File: src/rtl/mem_wb_writeback.sv
// MEM/WB pipeline register and writeback driver: selects ALU or load data, drives the
// register-file write port, exports the WB result to forwarding, counts retired instructions.
module mem_wb_writeback #(
  parameter int DATA_W = 32,
  parameter int ADDR_W = 5,
  parameter int CNT_W  = 32
) (
  input  logic              CLK_WB,
  input  logic              RST_WB,
  input  logic              Stall_WB,
  input  logic              Flush_WB,
  input  logic              ValidM,
  input  logic              RegWriteM,
  input  logic              MemtoRegM,
  input  logic [ADDR_W-1:0] WriteRegM,
  input  logic [DATA_W-1:0] ALUOutM,
  input  logic [DATA_W-1:0] ReadDataM,
  output logic [ADDR_W-1:0] A3,
  output logic [DATA_W-1:0] WD3,
  output logic              WE3,
  output logic [DATA_W-1:0] ResultW,
  output logic [ADDR_W-1:0] WriteRegW,
  output logic              RegWriteW,
  output logic [CNT_W-1:0]  RetireCount
);

  logic              valid_w;
  logic              reg_write_w_r;
  logic              memto_reg_w;
  logic [ADDR_W-1:0] write_reg_w;
  logic [DATA_W-1:0] alu_out_w;
  logic [DATA_W-1:0] read_data_w;
  logic [CNT_W-1:0]  retire_count;

  // NOTE: sequential state uses non-blocking assignments so every register samples
  // pre-edge values; the async reset clears all state without waiting for a clock.
  always_ff @(posedge CLK_WB or negedge RST_WB) begin
    if (!RST_WB) begin
      valid_w       <= 1'b0;
      reg_write_w_r <= 1'b0;
      memto_reg_w   <= 1'b0;
      write_reg_w   <= '0;
      alu_out_w     <= '0;
      read_data_w   <= '0;
      retire_count  <= '0;
    end else begin
      // The occupant leaves WB on any non-stalled edge, even when a flush replaces it.
      if (valid_w && !Stall_WB)
        retire_count <= retire_count + CNT_W'(1);

      if (Flush_WB) begin
        valid_w       <= 1'b0;
        reg_write_w_r <= 1'b0;
      end else if (!Stall_WB) begin
        valid_w       <= ValidM;
        reg_write_w_r <= RegWriteM;
        memto_reg_w   <= MemtoRegM;
        write_reg_w   <= WriteRegM;
        alu_out_w     <= ALUOutM;
        read_data_w   <= ReadDataM;
      end
    end
  end

  // Bubbles and $0 never assert a write, so forwarding cannot match on them either.
  assign WE3         = valid_w & reg_write_w_r & (write_reg_w != '0);
  assign ResultW     = memto_reg_w ? read_data_w : alu_out_w;
  assign A3          = write_reg_w;
  assign WD3         = ResultW;
  assign WriteRegW   = write_reg_w;
  assign RegWriteW   = WE3;
  assign RetireCount = retire_count;

endmodule

File: config.mk
export PLATFORM = sky130hd
export DESIGN_NAME = mem_wb_writeback
export DESIGN_NICKNAME = d
export VERILOG_FILES = /design/src/rtl/mem_wb_writeback.sv
export SDC_FILE = /design/constraint.sdc
export NUM_CORES = 1
export LEC_CHECK = 0
export ABC_CLOCK_PERIOD_IN_PS = 3380
export CORE_ASPECT_RATIO = 0.9
export CORE_UTILIZATION = 48
export DETAILED_ROUTE_END_ITERATION = 12
export PLACE_DENSITY = 0.83
export SLEW_MARGIN = 20
export SYNTH_ARGS = -nofsm -noshare
export SYNTH_HDL_FRONTEND = slang
export SYNTH_SLANG_ARGS = --single-unit
File: constraint.sdc
create_clock -name CLK_WB -period 3.38 [get_ports CLK_WB]
set_clock_uncertainty 0.15 [all_clocks]
set_input_delay 1.014 -clock CLK_WB [delete_from_list [all_inputs] [get_ports CLK_WB]]
set_output_delay 1.014 -clock CLK_WB [all_outputs]
set_load 0.01 [all_outputs]
# After elaboration in Yosys (flattened, before gate mapping)
# Index checks and enable logic that the tools add are counted.
dict set report totals {
  regBits 104
  latchBits 0
  ramBits 0
  romBits 0
  inputBits 76
  out_inout_bits 108
  elab_cells 22
  memories 0
}
dict set report classes {
  n_addsub 1
  multipliers 0
  div_mod_pow 0
  n_lt_le_gt_ge 0
  eq_ne 1
  shift 0
  mux 5
  bitwise 4
  reduce_logical 4
}
# cell n
set ops {}
lappend ops {{$add A32 B1 Y32 const B} 1}
lappend ops {{$mux W32} 1}
lappend ops {{$reduce_bool A5 Y1} 1}
lappend ops {{$mux W1} 4}
lappend ops {{$and A1 B1 Y1} 2}
lappend ops {{$ne A2 B1 Y1 const B} 1}
lappend ops {{$not A1 Y1} 2}
lappend ops {{$reduce_and A2 Y1} 1}
lappend ops {{$logic_and A1 B1 Y1} 1}
lappend ops {{$logic_not A1 Y1} 1}

# Logic depth before layout (Yosys ltp)
# Gate-level depths: netlist (run 1).
dict set report logic_depth {
  ltp_word 2
  mapped_depth 6
  depth_no_buf 5
}

# Worst setup path before layout (run 1)
# OpenSTA, ideal clock, no wires.
dict set report synth_timing {
  kind {register -> output}
  startpoint {register memto_reg_w}
  endpoint {output port WD3[10]}
  arrival_ns 1.414
  required_time_ns 2.216
  path_slack_ns 0.802
  path_stages_with_launch 5
  path_buffers 3
  cell_sequence {dfrtp_1 clkbuf_1 clkbuf_1 mux2_2 buf_4}
}
dict set report synth_via {
  elab_chain_cells 1
}
# item line_no
set synth_lines {}
lappend synth_lines {{start, declared} 29} ;# logic memto_reg_w;
lappend synth_lines {{start signal, assigned} 57} ;# memto_reg_w <= MemtoRegM;
lappend synth_lines {{$mux W32} 67} ;# assign ResultW = memto_reg_w ? read_data_w : alu_out_w;
lappend synth_lines {{end, declared} 19} ;# output logic [DATA_W-1:0] WD3,
# Every way passes these cells.

# Worst setup path in the final report (run 1)
dict set report layout_timing {
  startpoint {register write_reg_w[1], in the netlist A3[1]}
  endpoint {output port RegWriteW}
}
dict set report layout_via {
  elab_chain_cells 2
}
# item line_no
set layout_lines {}
lappend layout_lines {{start, declared} 30} ;# logic [ADDR_W-1:0] write_reg_w;
lappend layout_lines {{start signal, assigned} 58} ;# write_reg_w <= WriteRegM;
lappend layout_lines {{$reduce_bool A5 Y1} 66} ;# assign WE3 = valid_w & reg_write_w_r & (write_reg_w != '0);
lappend layout_lines {{$and A1 B1 Y1} 66}
lappend layout_lines {{end, declared} 23} ;# output logic RegWriteW,
# Every way passes these cells.

==> metrics.csv, run 1 <==
metric,value,unit
status,"finished, final reports clean",
crit path cell chain,or3_1 > o311a_1 > clkdlybuf4s50_1,
Max-Cap Viols,0,
sequential area share after synthesis,54.07,%
Sequential Power Share,46.7,%
fmax,317.5,MHz
simple-gate share of the synthesized area,7.746,%
CP Data Arrival Time,1.99,ns
Post-synth EDFFs,0,
P&R area growth vs syn,39.33,%
HP Class,reg -> reg,
Logic pwr share,31.6,%
Initial Util,49.63,%
post-route setup slack,0.2306,ns
via density per instance,5.071,
"Hold Vio Cnt, Final",0,
vias in the first global route,3365,
"worst slack, placed",0.3636,ns
hold_buf cts,0,
# fillers,719,
Max clock buf depth,2,
Ports,184,
nets@finish,590,
RSZ-0062 raised after global routing,no,
first-pass GRT wire length,16610,um
initial antenna violation count,0,
drt total wl,10540,um
Num CTS Buffers,9,
TritonCTS clock tree,yes,
routability cong.,0.8229,
"most common cell after layout, fill and taps aside",clkdlybuf4s50_1,
clock share of power,21.7,%
routed len/inst,16.37,um
Mapped Avg Cell Area,13.30,sq um
crit path kind,reg -> out,
worst hold margin,0.3403,ns
Die Width,107.6,um
sw power,880.3,uW
CTS root buf,clkbuf_8,
Pre-Repair DR Iteration Count,4,
Routed Antenna Nets,0,
Setup Buffers After CTS,0,
die span in y,97,um
total power,3.173,mW
Worst path slowest cell,clkdlybuf4s50_1,
Synth Net Count,439,
max-slew violation count,0,
synth warn,0,
Worst setup EP type,output port,
Sink Count,104,
Antenna diodes,0,
largest family of logic cells by synthesized area,multiplexers,
slew margin rel.,40.72,%
synthesized area,4813,sq um
cell count after synthesis,362,
Async SR Flop Fraction,100.0,%
Final Core Density,69.14,%
slew of the pin with the lowest slew margin,0.8811,ns
VDD IR-drop max,309.6,uV
most frequent cells in the layout,"182 x clkdlybuf4s50_1, 104 x dfrtp_1, 103 x mux2_2, 22 x xnor2_1, 14 x nand3_1",
mux contribution to synthesized area,24.51,%
Buffers on Ports,183,
Synth Area in Compound Gates,0.2080,%
grt ovf,0,
CP Buf/Inv Count,1,
"Req. time, crit path",2.22,ns
fin crit share,93.18,%
H-Tree Level Count,3,
# DRC,0,
CP Launch Type,register,
worst skew pair latency,0.36,ns
largest net degree at the start of global routing,71,
Vias,3266,
switch share,27.74,%
Die ar.,10430,sq um
Post-Synth XOR/XNOR Area,5.797,%
Core Rows,34,
Post-Synth Adder-Cell Area,0.2599,%
PwrDens,473.2,nW/um^2
leakage power,2.746,nW
Pint,2.293,mW
Worst path top cell family by delay,buffers and inverters,
Iter 0 DRT Violations,94,
Post-synth top flop,dfrtp_1,
CTS resizes,0,
Netlist cell types,27,
GRT Total Usage,20.77,%
Tmin final,3.149,ns
"Reg clk slew, reported paths",0.09,ns
Final Setup Violations,0,
CP peak stage delay,0.49,ns
layout cell share with drive strength beyond 1,26.06,%
setup TNS,0,ns
peak fanout along the critical path,4,
dpl hpwl,7920,um
post-synthesis register bit count,104,
Core Region,9699,sq um
## routing by layer
metal	track usage (%)	up-vias	part of all wire [%]	wire, um
met4	8.008	0	2.4	252
met5	0	-	0	0
li1	-	1523	-	-
met1	25.55	1629	41	4363
met2	34.86	95	51	5416
met3	5.189	19	4.8	508
## through the flow
| stage | cell area (sq um) | std cells |
|---|---|---|
| 5_1_grt | 6706 | 644 |
| 3_5_place_dp | 6535 | 628 |
| 6_report | 6706 | 644 |
| 4_1_cts | 6706 | 644 |
| 3_3_place_gp | 6535 | 628 |
| 2_1_floorplan | 4813 | 362 |
## Yosys cell counts, types with 3 or more instances
| cell | instances | area (sq um) |
|---|---|---|
| nor4_1 | 5 | 31.28 |
| and3_1 | 3 | 18.77 |
| inv_1 | 3 | 11.26 |
| nor2_1 | 8 | 30.03 |
| xor2_1 | 8 | 70.07 |
| dfrtp_1 | 104 | 2603 |
| nor3_1 | 3 | 15.01 |
| nand4_1 | 10 | 62.56 |
| clkbuf_1 | 4 | 15.01 |
| nand2_1 | 10 | 37.54 |
| buf_4 | 38 | 285.3 |
| nand3_1 | 14 | 70.07 |
| mux2_2 | 103 | 1160 |
| xnor2_1 | 22 | 192.7 |
| buf_2 | 9 | 45.04 |
| or3_1 | 4 | 25.02 |
## logic make-up after synthesis
kind of cell               after synthesis
AOI/OAI and AO/OA                        1
xor gates and xnor gates                31
adders and majority gates                1
buffers and inverters                   54
DFF                                    104
muxes                                  105
and+or+nand+nor                         66
## power by group through the flow
stage,registers (mW),clock network [mW],logic [mW]
after floorplan,1.49,0,0.545
after global placement,1.50,0,0.995
after detailed placement,1.51,0,1.01
after CTS,1.48,0.712,1.02
after global routing,1.50,0.764,1.06
final,1.48,0.687,1.00
## worst paths after layout
kind / start / endpoint / slack, ns / depth (start not counted)
max reg2reg: RetireCount[17] / RetireCount[25] / 1.36 / 4
min reg2reg: RetireCount[31] / RetireCount[31] / 0.34 / 1
min: RetireCount[31] / RetireCount[31] / 0.34 / 1
min in group asynchronous: RST_WB / valid_w / 0.50 / 1
max in group asynchronous: RST_WB / read_data_w[18] / 1.83 / 2
max: A3[1] / RegWriteW / 0.23 / 3
## sequential cells by signal, summed over array words and instances (netlist names)
signal         flops
alu_out_w         32
reg_write_w_r      1
read_data_w       32
A3                 5
RetireCount       32
memto_reg_w        1
valid_w            1
## layout make-up
type	instances	area (sq um)	share of cell area [%]
multi-input combinational	204	1862	27.76
inverter	3	11.26	0.1679
sequential	104	2603	38.81
clock buffer	9	123.9	1.847
tap	126	157.7	2.351
clock inverter	7	47.55	0.7090
timing repair buffer	191	1902	28.36
## worst reg2reg max path, stage by stage, from the launching register on
cell and delay [ns]:
dfrtp_1 0.46, nand4_1 0.17, nor4_1 0.75, nand4_1 0.23
xnor2_1 0.17
No activity file was read; power rests on OpenSTA's default activity.
==> inputs of run 2 (changes only) <==
CTS_BUF_LIST = sky130_fd_sc_hd__clkbuf_16   (was default)
==> metrics.csv, run 2 (synthesized netlist as in run 1, its figures left out) <==
metric,value,unit,change
Max-Cap Viols,0,,unchanged
Core Region,9699,sq um,unchanged
routed len/inst,16.59,um,+1.4%
drt total wl,10690,um,+1.4%
area occupied by registers,2603,sq um,unchanged
CP Launch Type,register,,
Vias,3271,,+0.15%
Ports,184,,unchanged
RSZ-0062 raised after global routing,no,,
CP Buf/Inv Count,1,,unchanged
Setup Buffers After CTS,0,,unchanged
status,"finished, final reports clean",,
fmax,320.9,MHz,+1.1%
fin crit share,92.19,%,-0.99 points
leakage power,2.793,nW,+1.7%
sw power,915.0,uW,+3.9%
"Hold Vio Cnt, Final",0,,unchanged
CTS root buf,clkbuf_16,,
Buffers on Ports,183,,unchanged
initial antenna violation count,0,,unchanged
Routed Antenna Nets,0,,unchanged
die span in y,97,um,unchanged
worst skew pair latency,0.34,ns,-0.02 ns
CP Data Arrival Time,1.95,ns,-0.04 ns
crit path kind,reg -> out,,
# fillers,712,,-0.97%
VDD IR-drop max,382.5,uV,+24%
routability cong.,0.8229,,unchanged
crit path cell chain,or3_1 > o311a_1 > clkdlybuf4s50_1,,
Die ar.,10430,sq um,unchanged
H-Tree Level Count,3,,unchanged
Worst setup EP type,output port,,
Non-Filler Instances,644,,unchanged
Worst path top cell family by delay,buffers and inverters,,
switch share,26.59,%,-1.1 points
most frequent cells in the layout,"182 x clkdlybuf4s50_1, 104 x dfrtp_1, 103 x mux2_2, 22 x xnor2_1, 14 x nand3_1",,
max-slew violation count,0,,unchanged
Die Width,107.6,um,unchanged
Antenna diodes,0,,unchanged
GRT Total Usage,21.00,%,+0.24 points
# DRC,0,,unchanged
dpl hpwl,7920,um,unchanged
worst r2r src,RetireCount[17],,
clock share of power,27.7,%,+6.0 points
slew of the pin with the lowest slew margin,0.9082,ns,+0.02709 ns
Core Rows,34,,unchanged
Sequential Power Share,43.1,%,-3.6 points
Initial Util,49.63,%,unchanged
setup TNS,0,ns,unchanged
TritonCTS clock tree,yes,,
Final Setup Violations,0,,unchanged
Multi-input gate area,1862,sq um,unchanged
Max clock buf depth,2,,unchanged
P&R area growth vs syn,41.43,%,
"most common cell after layout, fill and taps aside",clkdlybuf4s50_1,,
Num CTS Buffers,9,,unchanged
total power,3.441,mW,+8.4%
grt ovf,0,,unchanged
"Req. time, crit path",2.22,ns,about the same
hold_buf cts,0,,unchanged
CP peak stage delay,0.49,ns,about the same
Worst path slowest cell,clkdlybuf4s50_1,,
CP startpoint,A3[1],,
largest net degree at the start of global routing,71,,unchanged
nets@finish,590,,unchanged
Sink Count,104,,unchanged
via density per instance,5.079,,+0.15%
vias in the first global route,3376,,+0.33%
first-pass GRT wire length,16810,um,+1.2%
CTS resizes,0,,unchanged
"Reg clk slew, reported paths",0.07,ns,-0.02 ns
DP Cell Count,628,,unchanged
Iter 0 DRT Violations,96,,+2.1%
Logic pwr share,29.2,%,-2.4 points
slew margin rel.,38.90,%,-1.8 points
Tmin final,3.116,ns,-0.03343 ns
HP Class,reg -> reg,,
layout cell share with drive strength beyond 1,26.06,%,unchanged
min-delay src,RetireCount[31],,
peak fanout along the critical path,4,,unchanged
Pre-Repair DR Iteration Count,4,,unchanged
Pint,2.526,mW,+10%
PwrDens,505.4,nW/um^2,+6.8%
## run 2: layout make-up
| class | instances | area share, % |
|---|---|---|
| flip-flops and latches | 104 | 38.23 |
| repair buffers | 191 | 27.94 |
| multi-input cells | 204 | 27.35 |
| clock inverters | 7 | 0.6984 |
| well taps | 126 | 2.316 |
| inverters | 3 | 0.1654 |
| clock buffers | 9 | 3.308 |
## run 2: final timing paths
kind                                         to  slack, ns  depth (start not counted)
worst max-delay path                  RegWriteW       0.26                          3
worst min-delay path            RetireCount[31]       0.33                          1
worst max register to register  RetireCount[31]       1.31                          4
worst min register to register  RetireCount[31]       0.33                          1
max in group asynchronous       read_data_w[18]       1.81                          2
min in group asynchronous               valid_w       0.53                          1
## run 2: worst reg2reg max path: cells and delay by family, from the launching register on
kind / cells / cell delay [ns]
xor+xnor: 1 / 0.18
flops: 1 / 0.46
simple gates: 3 / 1.16
## run 2: power groups by stage
stage / Clock (mW) / Combinational (mW) / Sequential, mW
finish: 0.953 / 1.00 / 1.48
global route: 1.03 / 1.06 / 1.50
CTS: 0.977 / 1.02 / 1.48
detailed placement: 0 / 1.01 / 1.51
global placement: 0 / 0.995 / 1.50
floorplan: 0 / 0.545 / 1.49
## run 2: stage by stage
step           setup slack [ns]  utilization (%)  area [sq um]  hold slack (ns)
6_report                 0.2640            70.19          6808           0.3342
5_1_grt                  0.1788            70.19          6808           0.3645
4_1_cts                  0.2343            70.19          6808           0.3375
3_5_place_dp             0.3636            67.38          6535           0.3284
3_3_place_gp             0.3898            67.38          6535           0.3158
2_1_floorplan            0.8023                -          4813           0.3250
## run 2: metal layers
metal  routed length [um]  vias to the layer above  global-route usage (%)  part of all wire, %
li1                     -                     1521                       -                    -
met1                 4422                     1637                   25.92                   41
met2                 5538                       96                   35.60                   52
met3                  481                       17                   4.717                  4.5
met4                  245                        0                   8.008                  2.3
met5                    0                        -                       0                    0
